--- config.mk ---
export PLATFORM = sky130hd
export DESIGN_NAME = sprite_cmd_sched
export DESIGN_NICKNAME = d
export VERILOG_FILES = /design/src/rtl/sprite_cmd_sched.sv
export SDC_FILE = /design/constraint.sdc
export NUM_CORES = 1
export LEC_CHECK = 0
export BUFFER_PORTS_ARGS = -buffer_cell sky130_fd_sc_hd__buf_2
export CORE_MARGIN = 3
export CORE_UTILIZATION = 60
export DETAILED_ROUTE_END_ITERATION = 12
export GPL_ROUTABILITY_DRIVEN = 0
export HOLD_SLACK_MARGIN = 0.03
export PLACE_DENSITY = 0.74
export SLEW_MARGIN = 20
export SYNTH_ARGS = -nofsm -noshare
export SYNTH_HDL_FRONTEND = slang
export SYNTH_SLANG_ARGS = --single-unit
--- constraint.sdc ---
create_clock -name clk -period 10.3 [get_ports clk]
set_clock_uncertainty 0.05 [all_clocks]
set_input_delay 0.515 -clock clk [delete_from_list [all_inputs] [get_ports clk]]
set_output_delay 0.515 -clock clk [all_outputs]
set_load 0.01 [all_outputs]
--- src/rtl/sprite_cmd_sched.sv ---
// Sprite command scheduler: buffers CPU command words, replays them onto the display
// bus into the back buffer, and holds buffer flips until vertical blanking.
module sprite_cmd_sched #(
   parameter int unsigned DEPTH      = 16,
   parameter int unsigned FLUSH_LINE = 480
) (
   input  logic                       clk,
   input  logic                       reset,
   input  logic                       avs_write,
   input  logic [31:0]                avs_writedata,
   output logic                       avs_waitrequest,
   input  logic [9:0]                 hcount,
   input  logic [9:0]                 vcount,
   output logic [31:0]                writedata,
   output logic                       buf_sel,
   output logic                       frame_pending,
   output logic [$clog2(DEPTH):0]     fifo_level
);

   localparam int unsigned AW = $clog2(DEPTH);
   localparam int unsigned LW = AW + 1;
   localparam logic [3:0] CTRL_UPDATE = 4'h1;
   localparam logic [3:0] CTRL_FLUSH  = 4'hF;

   typedef enum logic [1:0] {
      S_IDLE,
      S_ISSUE,
      S_WAIT_VB,
      S_FLUSH
   } state_e;

   state_e          state_q, state_d;
   logic [31:0]     mem [DEPTH];
   logic [AW-1:0]   wr_ptr_q, rd_ptr_q;
   logic [LW-1:0]   level_q, level_d;
   logic [LW-1:0]   mark_cnt_q, mark_cnt_d;
   logic [31:0]     wdata_q, wdata_d;
   logic            buf_sel_q, buf_sel_d;
   logic            flipped_q, flipped_d;

   logic [3:0]      wr_ctrl;
   logic            accept, push, push_mark;
   logic [31:0]     head;
   logic            head_is_mark, not_empty, in_vb;
   logic            pop, pop_mark;
   logic            unused_c;

   assign unused_c = ^hcount;

   assign wr_ctrl      = avs_writedata[20:17];
   assign accept       = avs_write && !avs_waitrequest;
   assign push         = accept && ((wr_ctrl == CTRL_UPDATE) || (wr_ctrl == CTRL_FLUSH));
   assign push_mark    = accept && (wr_ctrl == CTRL_FLUSH);
   assign head         = mem[rd_ptr_q];
   assign head_is_mark = (head[20:17] == CTRL_FLUSH);
   assign not_empty    = (level_q != '0);
   assign in_vb        = (32'(vcount) >= FLUSH_LINE);

   // Next-state, pop decision and bus word; a pop is always paired with a driven word.
   always_comb begin
      state_d   = state_q;
      wdata_d   = '0;
      pop       = 1'b0;
      pop_mark  = 1'b0;
      buf_sel_d = buf_sel_q;
      flipped_d = in_vb ? flipped_q : 1'b0;
      case (state_q)
         S_WAIT_VB: begin
            if (in_vb && !flipped_q) begin
               pop      = 1'b1;
               pop_mark = 1'b1;
               wdata_d  = {head[31:14], ~buf_sel_q, head[12:0]};
               state_d  = S_FLUSH;
            end
         end
         default: begin
            // Leaving FLUSH: the flip lands now, so the next update targets the new back buffer.
            if (state_q == S_FLUSH) begin
               buf_sel_d = ~buf_sel_q;
               flipped_d = 1'b1;
            end
            state_d = S_IDLE;
            if (not_empty) begin
               if (head_is_mark) begin
                  state_d = S_WAIT_VB;
               end else begin
                  pop     = 1'b1;
                  wdata_d = {head[31:14], ~buf_sel_d, head[12:0]};
                  state_d = S_ISSUE;
               end
            end
         end
      endcase
   end

   always_comb begin
      level_d = level_q;
      case ({push, pop})
         2'b10:   level_d = level_q + LW'(1);
         2'b01:   level_d = level_q - LW'(1);
         default: level_d = level_q;
      endcase
      mark_cnt_d = mark_cnt_q;
      case ({push_mark, pop_mark})
         2'b10:   mark_cnt_d = mark_cnt_q + LW'(1);
         2'b01:   mark_cnt_d = mark_cnt_q - LW'(1);
         default: mark_cnt_d = mark_cnt_q;
      endcase
   end

   always_ff @(posedge clk or negedge reset) begin
      if (!reset) begin
         state_q    <= S_IDLE;
         wr_ptr_q   <= '0;
         rd_ptr_q   <= '0;
         level_q    <= '0;
         mark_cnt_q <= '0;
         wdata_q    <= '0;
         buf_sel_q  <= 1'b0;
         flipped_q  <= 1'b0;
      end else begin
         state_q    <= state_d;
         level_q    <= level_d;
         mark_cnt_q <= mark_cnt_d;
         wdata_q    <= wdata_d;
         buf_sel_q  <= buf_sel_d;
         flipped_q  <= flipped_d;
         if (push) wr_ptr_q <= wr_ptr_q + AW'(1);
         if (pop)  rd_ptr_q <= rd_ptr_q + AW'(1);
      end
   end

   // Storage needs no reset; the level register defines which entries are valid.
   always_ff @(posedge clk) begin
      if (push) mem[wr_ptr_q] <= avs_writedata;
   end

   assign avs_waitrequest = (level_q == LW'(DEPTH));
   assign frame_pending   = (mark_cnt_q != '0);
   assign writedata       = wdata_q;
   assign buf_sel         = buf_sel_q;
   assign fifo_level      = level_q;

endmodule

; ---- Yosys cells after proc, flatten, opt, wreduce, memory -nomap -nowiden
; Memories as Yosys holds them, arrays and structs flattened.
; Cells that the tools add are included.
[totals]
regBits = 54
ram_bits = 512
out_inout_bits = 40
n_memories = 1
[mem_list]
columns = name, depth, word_bits, rd, rd_clocked_by_memory_dff, write_ports, line_no
row1 = mem, 16, 32, 1, 0, 1, 33  ; logic [31:0] mem [DEPTH];
[classes]
addsub = 6
order_cmp = 1
eq_ne = 11
muxes = 22
bitwise_logic = 2
n_reduce_logical = 11
[ops]
columns = cell, n
row1 = $mux 32, 4
row2 = $pmux 5 s2, 2
row3 = $mux 1, 12
row4 = $add 5x1->5 const B, 2
row5 = $ge 10x9->1 const B, 1
row6 = $reduce_bool 5->1, 2
row7 = $sub 5x1->5 const B, 2
row8 = $add 4x1->4 const B, 2
row9 = $eq 2x2->1 const B, 4
row10 = $eq 4x4->1 const B, 2
row11 = $mux 2, 4
row12 = $eq 5x5->1 const B, 1
row13 = $eq 2x1->1 const B, 2
row14 = $eq 4x1->1 const B, 1
row15 = $logic_and 1x1->1, 4
row16 = $reduce_bool 2->1, 2
row17 = $logic_not 1->1, 2
row18 = $ne 2x2->1 const B, 1
row19 = $not 1->1, 2
row20 = $logic_or 1x1->1, 1

; ---- Longest topological paths before layout
; Gate-level depths: netlist of run 1.
[depth]
word_depth = 7
mapped_depth = 15
depth_no_buf = 12

; ---- Least setup slack after synthesis of run 1
; Ideal clock, no wire load.
[synth_timing]
path_type = flip-flop to flip-flop
start = reg level_q[0], in the netlist fifo_level[0]
end = mem mem[3][0] (enable)
t_arrival_ps = 4230
t_required_ps = 9753
path_slack_ps = 5523
stages_incl_launch_ff = 7
path_buffers = 1
path_cell_list = dfrtp_1 -> nor4_1 -> a21oi_1 -> o21a_1 -> clkbuf_1 -> inv_1 -> nor4_1
[synth_between]
elab_chain_cells = 6
[synth_rtl]
columns = item, line_no
row1 = "start, declared", 35  ; logic [LW-1:0] level_q, level_d;
row2 = "start signal, assigned", 123  ; level_q <= level_d;
row3 = $eq 5x5->1, 138  ; assign avs_waitrequest = (level_q == LW'(DEPTH));
row4 = $logic_not 1->1, 51  ; assign accept = avs_write && !avs_waitrequest;
row5 = $logic_and 1x1->1, 51
row6 = $logic_and 1x1->1, 52  ; assign push = accept && ((wr_ctrl == CTRL_UPDATE) || (wr_ctrl == CTRL_FLUSH));
row7 = $mux 1, 135  ; if (push) mem[wr_ptr_q] <= avs_writedata;
row8 = $mux 1 (implied by the code), 135
row9 = "end, declared", 33
; No other way between the ends.

; ---- Final worst setup path of run 1
[layout_timing]
start = reg rd_ptr_q[0]
end = reg level_q[4], in the netlist fifo_level[4]
[layout_between]
elab_chain_cells = 7
elab_cells_between_ends = 9
cone_classes = 3 x eq/ne / 4 x mux / 1 x reduce/logical / 1 x memory
[layout_rtl]
columns = item, line_no
row1 = "start, declared", 34  ; logic [AW-1:0] wr_ptr_q, rd_ptr_q;
row2 = "start signal, assigned", 129  ; if (pop) rd_ptr_q <= rd_ptr_q + AW'(1);
row3 = $mem_v2 16x32 *, -
row4 = $eq 4x4->1 *, 55  ; assign head_is_mark = (head[20:17] == CTRL_FLUSH);
row5 = $mux 1 *, 84  ; if (head_is_mark) begin
row6 = $mux 1 *, 83  ; if (not_empty) begin
row7 = $mux 1 *, 67  ; case (state_q)
row8 = $eq 2x1->1 or $eq 2x2->1 (tied branches), 98  ; case ({push, pop})
row9 = $pmux 5 s2 or $reduce_bool 2->1 (tied branches), -
; Every way passes the cells marked *; elsewhere a longest branch is shown, timed or not.
; A chain may end at the register's enable or synchronous reset.

==> impl_metrics.py, run 1 <==
metrics = {
    "yosys": {
        "synth_nets": 991,
        "synth_edf_count": 496,
        "netlist_area_um2": 21530,
        "ys_warn_count": 0,
        "ys_ff_latch": 550,
        "ys.flop_type": "edfxtp_1",
        "ys_async_sr_fraction": 0.09818,
        "synth_cells": 921,
        "synth_cell_types": 46,
        "seq_area_frac_synth": 0.7544,
        "avgSynthCellArea_um2": 23.38,
    },
    "drt": {
        "route.detailed.drc": 0,
        "drt-vias-per-instance": 6.319,
        "avgRoutedWirePerCell_um": 27.25,
        "vias": 9680,
        "first_pass_iters": 5,
        "ant_nets": 0,
        "routed_wl_um": 41750,
        "drt_iter0_drc": 793,
    },
    "timing": {
        "fin_crit_sh": 0.4556,
        "finalCriticalPeriod_ns": 4.693,
        "setup_viol": 0,
        "slew_viol_final": 0,
        "whs_ns": 0.07987,
        "setup_slack_ns": 5.607,
        "max_freq_ghz": 0.2131,
        "rsz0062_at_grt": "no",
        "max_slew.worst_pin.slew_ns": 1.067,
        "hold_viol_final": 0,
        "relSlewSlack": 0.2886,
        "setup_tns_ns": 0,
    },
    "setup_path": {
        "critical_path_class": "flip-flop to flip-flop",
        "r2r-start": "rd_ptr_q[0]$_DFFE_PN0P_",
        "crit_arrival_ns": 5.11,
        "ff2ff_setup_slack_ns": 5.61,
        "critPathSlowestCell": "dfrtp_4",
        "cp_max_fo": 47,
        "cpPeakStageDelay_ns": 0.80,
        "r2r-end": "fifo_level[4]$_DFFE_PN0P_",
        "crit_start": "rd_ptr_q[0]$_DFFE_PN0P_",
        "crit_end": "fifo_level[4]$_DFFE_PN0P_",
        "reg2reg_depth": 13,
        "critPathLaunchType": "flip-flop",
        "endpoint_kind": "flip-flop",
        "required_ns": 10.71,
        "worstPathCellList": "buf_4, mux4_2, nand3_1, nand3_1, nand4_2, a21o_4, ha_1, ha_1, a21o_1, a21oi_1, xor2_1, nor2_1, xor2_1",
    },
    "global_routing": {
        "grt_pass1_vias": 9680,
        "grt_pass1_wl_um": 62360,
        "grt_use_total": 0.2231,
        "antenna_found_initial": 2,
        "grt_max_degree": 77,
        "overflow": 0,
    },
    "clock_network": {
        "cts_max_level": 2,
        "cts_root_buf": "clkbuf_16",
        "numCtsBuffers": 52,
        "cts_resized": 0,
        "cts_tree": "yes",
        "postCtsSetupRepairBufs": 0,
        "clk_pin_slew_worst_paths_ns": 0.06,
        "clock_path_buffers": 3,
        "cts.sink_count": 550,
        "cts-hold-fix-buffers": 0,
        "clock_latency_ns": 0.58,
    },
    "finish": {
        "final_util": 0.6880,
        "drive_gt1_frac": 0.2479,
        "fin_nets": 1104,
        "antenna_cells": 0,
        "area_delta_synth_final_pct": 11.73,
    },
    "floorplan": {
        "core_area_um2": 34970,
        "dieArea_um2": 38200,
        "die_h_um": 195.4,
        "chipWidth_um": 195.4,
        "initial_utilization": 0.6158,
        "rows": 68,
        "ioPinCount": 95,
    },
    "power": {
        "p_sw_mw": 1.619,
        "power.share.sequential": 0.443,
        "total_power_mw": 6.103,
        "pwr-share-comb": 0.250,
        "swShare": 0.2653,
        "internal_power_mw": 4.484,
        "vdd_ir_drop_max_mv": 0.2303,
        "p_per_area_nw_per_um2": 253.7,
        "p_leak_nw": 8.175,
        "clkPwrFrac": 0.307,
    },
    "place": {
        "place_hpwl_um": 21420,
        "numPortBuffers": 78,
        "place_worst_setup_slack_ns": 5.547,
    },
    "hold_path": {
        "hp-class": "primary input to asynchronous set/reset pin",
    },
    "status": {
        "status": "complete, no violations",
    },
    "flow_run": {
        "drv_cap": 0,
    },
}
==> synth_stat cells (all sizes together), types with 2 or more instances <==
cell         instances  area (µm²)
dlygate4sd3          3       30.03
edfxtp             496       14890
nor3                 5       25.02
nand4                2       18.77
dlygate4sd1          8       70.07
a21o                 6       52.55
clkbuf               9       38.79
mux4               151        3705
xor2                 7       61.31
and2                37       231.5
mux2                 2       22.52
fa                   2       40.04
a21oi                5       25.02
dfrtp               54        1351
ha                  13       162.7
buf                 22       262.8
inv                 13       48.80
xnor2                8       70.07
o21a                 2       15.01
nand2               19       71.32
nor4                 6       37.54
nor2b                4       25.02
a221oi               2       17.52
nor2                10       37.54
a22oi                4       30.03
nand3               12       60.06
o211ai               2       15.01
o21ai                8       40.04
==> power by group through the flow <==
stage / Sequential [mW] / Combinational, mW / Clock, mW
after detailed placement: 2.75 / 1.53 / 0
final: 2.70 / 1.52 / 1.87
after global placement: 2.75 / 1.51 / 0
after CTS: 2.71 / 1.55 / 1.92
after floorplan: 2.71 / 1.25 / 0
after global routing: 2.72 / 1.64 / 2.01
==> state kept, by name, indices dropped and copies added (netlist names) <==
register / count
wr_ptr_q: 4
mem: 496
writedata: 32
state_q: 2
rd_ptr_q: 4
fifo_level: 5
buf_sel: 1
flipped_q: 1
mark_cnt_q: 5
==> critical path, delay by kind of cell, from the launching register on <==
kind / cells / cell delay, ns
flip-flops: 1 / 0.80
buffers and inverters: 1 / 0.77
XOR/XNOR: 2 / 0.30
AND/OR/NAND/NOR: 4 / 0.49
multiplexers: 1 / 0.62
AO/OA/AOI/OAI: 3 / 0.81
adder cells (fa/ha/maj): 2 / 0.69
==> routing by layer <==
layer,vias to the layer above,wire length [µm],global-route usage
met5,-,21,0
met4,4,1042,0.07235
met3,72,2530,0.03709
met2,370,20850,0.3580
met1,5094,17310,0.3225
li1,4140,-,-
==> cells in the final DEF (no fill, tap or decap), types with 3 or more instances in the layout <==
master / count
clkbuf_8: 6
nor2_1: 6
clkbuf_16: 54
clkinv_1: 8
inv_1: 13
a21oi_1: 5
nor2b_1: 4
xor2_1: 7
bufinv_16: 4
mux4_2: 70
nand2_1: 19
mux4_1: 81
xnor2_1: 8
ha_1: 13
o21ai_0: 8
clkinv_2: 5
and2_2: 4
clkbuf_1: 19
dfrtp_1: 50
and2_1: 33
nor3_4: 3
a22oi_1: 4
edfxtp_1: 496
nand3_1: 12
a21o_1: 5
buf_2: 78
nor2_4: 4
buf_4: 25
nor4_2: 4
==> cell type report <==
class | instances | area, µm²
Clock buffer | 79 | 1505
Clock inverter | 18 | 191.4
Fill cell | 2123 | 10910
Inverter | 13 | 48.80
Multi-Input combinational cell | 314 | 4911
Sequential cell | 550 | 16260
Tap cell | 455 | 569.3
Timing Repair Buffer | 103 | 578.1
==> cell families (layout without fill, tap and decap cells) <==
| family | after synthesis | after routing | share of synthesized area |
|---|---|---|---|
| AO/OA/AOI/OAI | 31 | 31 | 0.009762 |
| flip-flops | 550 | 550 | 0.7544 |
| adder cells (fa/ha/maj) | 15 | 15 | 0.009413 |
| multiplexers | 153 | 153 | 0.1731 |
| buffers and inverters | 57 | 213 | 0.02208 |
| XOR/XNOR | 15 | 15 | 0.006101 |
| AND/OR/NAND/NOR | 100 | 100 | 0.02510 |
==> worst min-delay path by stage <==
stage	start	end	slack (ns)	cells past startpoint
floorplan	reset	buf_sel$_DFFE_PN0N_	0.17	0
global placement	mark_cnt_q[4]$_DFFE_PN0P_	mark_cnt_q[4]$_DFFE_PN0P_	0.42	1
detailed placement	mark_cnt_q[4]$_DFFE_PN0P_	mark_cnt_q[4]$_DFFE_PN0P_	0.42	1
CTS	reset	writedata[27]$_DFF_PN0_	0.09	2
global route	reset	writedata[28]$_DFF_PN0_	0.13	2
finish	reset	writedata[27]$_DFF_PN0_	0.08	2
==> metrics by stage <==
stage               instances  area, µm²
finish                   1532      24060
global route             1532      24060
CTS                      1532      24060
detailed placement       1435      22360
global placement         1435      22340
floorplan                 921      21530
Power figures use the tool's default switching activity.
==> run 2: changes to the inputs <==
- CORE_UTILIZATION: 60 -> 55
- PLACE_DENSITY: 0.74 -> 0.71
- clock period: 10.3 -> 4.1 ns (I/O delays scaled with it)
==> impl_metrics.py, run 2 (same netlist as run 1, synthesis figures left out) <==
metrics = {
    "drt": {
        "drt-vias-per-instance": 6.020,
        "routed_wl_um": 43130,
        "drt_iter0_drc": 857,
        "vias": 9872,
        "route.detailed.drc": 0,
        "first_pass_iters": 5,
        "ant_nets": 0,
        "avgRoutedWirePerCell_um": 26.30,
    },
    "floorplan": {
        "chipWidth_um": 203.9,
        "rows": 71,
        "die_h_um": 203.9,
        "ioPinCount": 95,
        "initial_utilization": 0.5650,
        "core_area_um2": 38110,
        "dieArea_um2": 41560,
    },
    "setup_path": {
        "critical_path_class": "flip-flop to flip-flop",
        "crit_end": "writedata[14]$_DFF_PN0_",
        "required_ns": 4.51,
        "path_depth": 5,
        "ff2ff_setup_slack_ns": 0.39,
        "reg2reg_depth": 5,
        "endpoint_kind": "flip-flop",
        "crit_top_cell": "buf_4",
        "worstPathCellList": "buf_4, buf_4, mux4_1, mux4_2, and2_1",
        "cp_top_family": "buffers and inverters",
        "r2r-start": "rd_ptr_q[0]$_DFFE_PN0P_",
        "cp_num_buf_inv": 2,
        "crit_start": "rd_ptr_q[0]$_DFFE_PN0P_",
        "critPathLaunchType": "flip-flop",
        "crit_arrival_ns": 4.12,
        "cpPeakStageDelay_ns": 0.74,
        "r2r-end": "writedata[14]$_DFF_PN0_",
        "critPathSlowestCell": "dfrtp_4",
        "cp_max_fo": 41,
    },
    "clock_network": {
        "cts_max_level": 2,
        "cts_root_buf": "clkbuf_16",
        "clk_pin_slew_worst_paths_ns": 0.06,
        "cts.sink_count": 550,
        "numCtsBuffers": 54,
        "cts_resized": 0,
        "clock_latency_ns": 0.60,
        "clock_path_buffers": 3,
        "cts_tree": "yes",
    },
    "finish": {
        "mostFrequentLayoutCell": "edfxtp_1",
        "layoutNonFillerInstCount": 1640,
        "largest_register": "mem",
        "drive_gt1_frac": 0.2580,
        "area_delta_synth_final_pct": 14.56,
        "mostFrequentLayoutCells": "496 x edfxtp_1, 81 x mux4_1, 78 x buf_2",
        "largest_register_ffs": 496,
        "fin_nets": 1152,
    },
    "place": {
        "numPortBuffers": 78,
        "place_hpwl_um": 23300,
        "dp.cells": 1503,
    },
    "hold_path": {
        "hp-class": "primary input to asynchronous set/reset pin",
    },
    "global_routing": {
        "use_met3": 0.03774,
        "grt_use_total": 0.2141,
        "overflow": 0,
        "met1_usage": 0.2992,
        "antenna_found_initial": 0,
        "grt_pass1_vias": 10210,
        "grt_max_degree": 63,
        "grt_util_met2": 0.3533,
        "grt_pass1_wl_um": 65210,
        "busiest_layer": "met2",
    },
    "timing": {
        "rsz0062_at_grt": "no",
        "max_slew.worst_pin.slew_ns": 0.9183,
        "setup_viol": 0,
        "fin_crit_sh": 0.9057,
        "relSlewSlack": 0.3844,
        "slew_viol_final": 0,
        "hold_viol_final": 0,
        "max_freq_ghz": 0.2693,
        "whs_ns": 0.1848,
        "finalCriticalPeriod_ns": 3.714,
    },
    "power": {
        "vdd_ir_drop_max_mv": 0.4940,
        "p_per_area_nw_per_um2": 626.9,
        "total_power_mw": 15.46,
        "p_leak_nw": 8.415,
    },
    "status": {
        "status": "complete, no violations",
    },
    "flow_run": {
        "drv_cap": 0,
    },
}
[run 2: cell count changes in the layout (fill, tap and decap cells not counted), sizes merged]
| cell | before | now |
|---|---|---|
| inv | 13 | 17 |
| dlygate4sd3 | 0 | 34 |
| clkinvlp | 0 | 2 |
| clkbuf | 79 | 71 |
| bufinv | 4 | 3 |
| diode | 0 | 1 |
| buf | 103 | 115 |
| clkinv | 14 | 22 |
[run 2: final cells by class]
type                    instances  area, µm²
flip-flops and latches        550      16260
fillers                      2500      13440
multi-input cells             314       4892
clock buffers                  71       1455
repair buffers                149       1121
well taps                     511      639.4
clock inverters                31      252.7
inverters                      13      48.80
diodes                          1      2.502
[run 2: how the worst min path moves through the flow]
stage	from	to	slack, ns	cells after the start
6_report	reset	fifo_level[0]$_DFFE_PN0P_	0.18	2
5_1_grt	reset	fifo_level[0]$_DFFE_PN0P_	0.22	2
4_1_cts	vcount[8]	writedata[13]$_DFF_PN0_	0.15	4
3_5_place_dp	reset	fifo_level[0]$_DFFE_PN0P_	0.27	1
3_3_place_gp	reset	fifo_level[0]$_DFFE_PN0P_	0.26	1
2_1_floorplan	reset	buf_sel$_DFFE_PN0N_	-0.14	0
[run 2: routing by layer]
metal  wire length, µm  vias to the layer above
met1             17750                     5218
met5                 0                        -
met2             21680                      348
met3              2534                       68
met4              1160                        0
li1                  -                     4238
[run 2: power by group]
group          switching, mW  total, mW  internal (mW)
clock                   2.03       4.73           2.70
sequential             0.370       6.83           6.46
combinational           1.81       3.90           2.08
total                   4.22       15.5           11.2
[run 2: what timing repair did]
action | CTS | global route
hold buffers | 34 | 0
setup buffers | 0 | 0
hold endpoints to repair | 519 | 0
[run 2: per-stage QoR]
stage               worst slack [ns]  setup TNS (ns)  utilization  instance area (µm²)
floorplan                    -0.6769          -83.92            -                21530
global placement              0.3601               0       0.5935                22620
detailed placement            0.3483               0       0.5935                22620
CTS                           0.3233               0       0.6472                24660
global route                  0.1789               0       0.6472                24660
finish                        0.3865               0       0.6473                24670
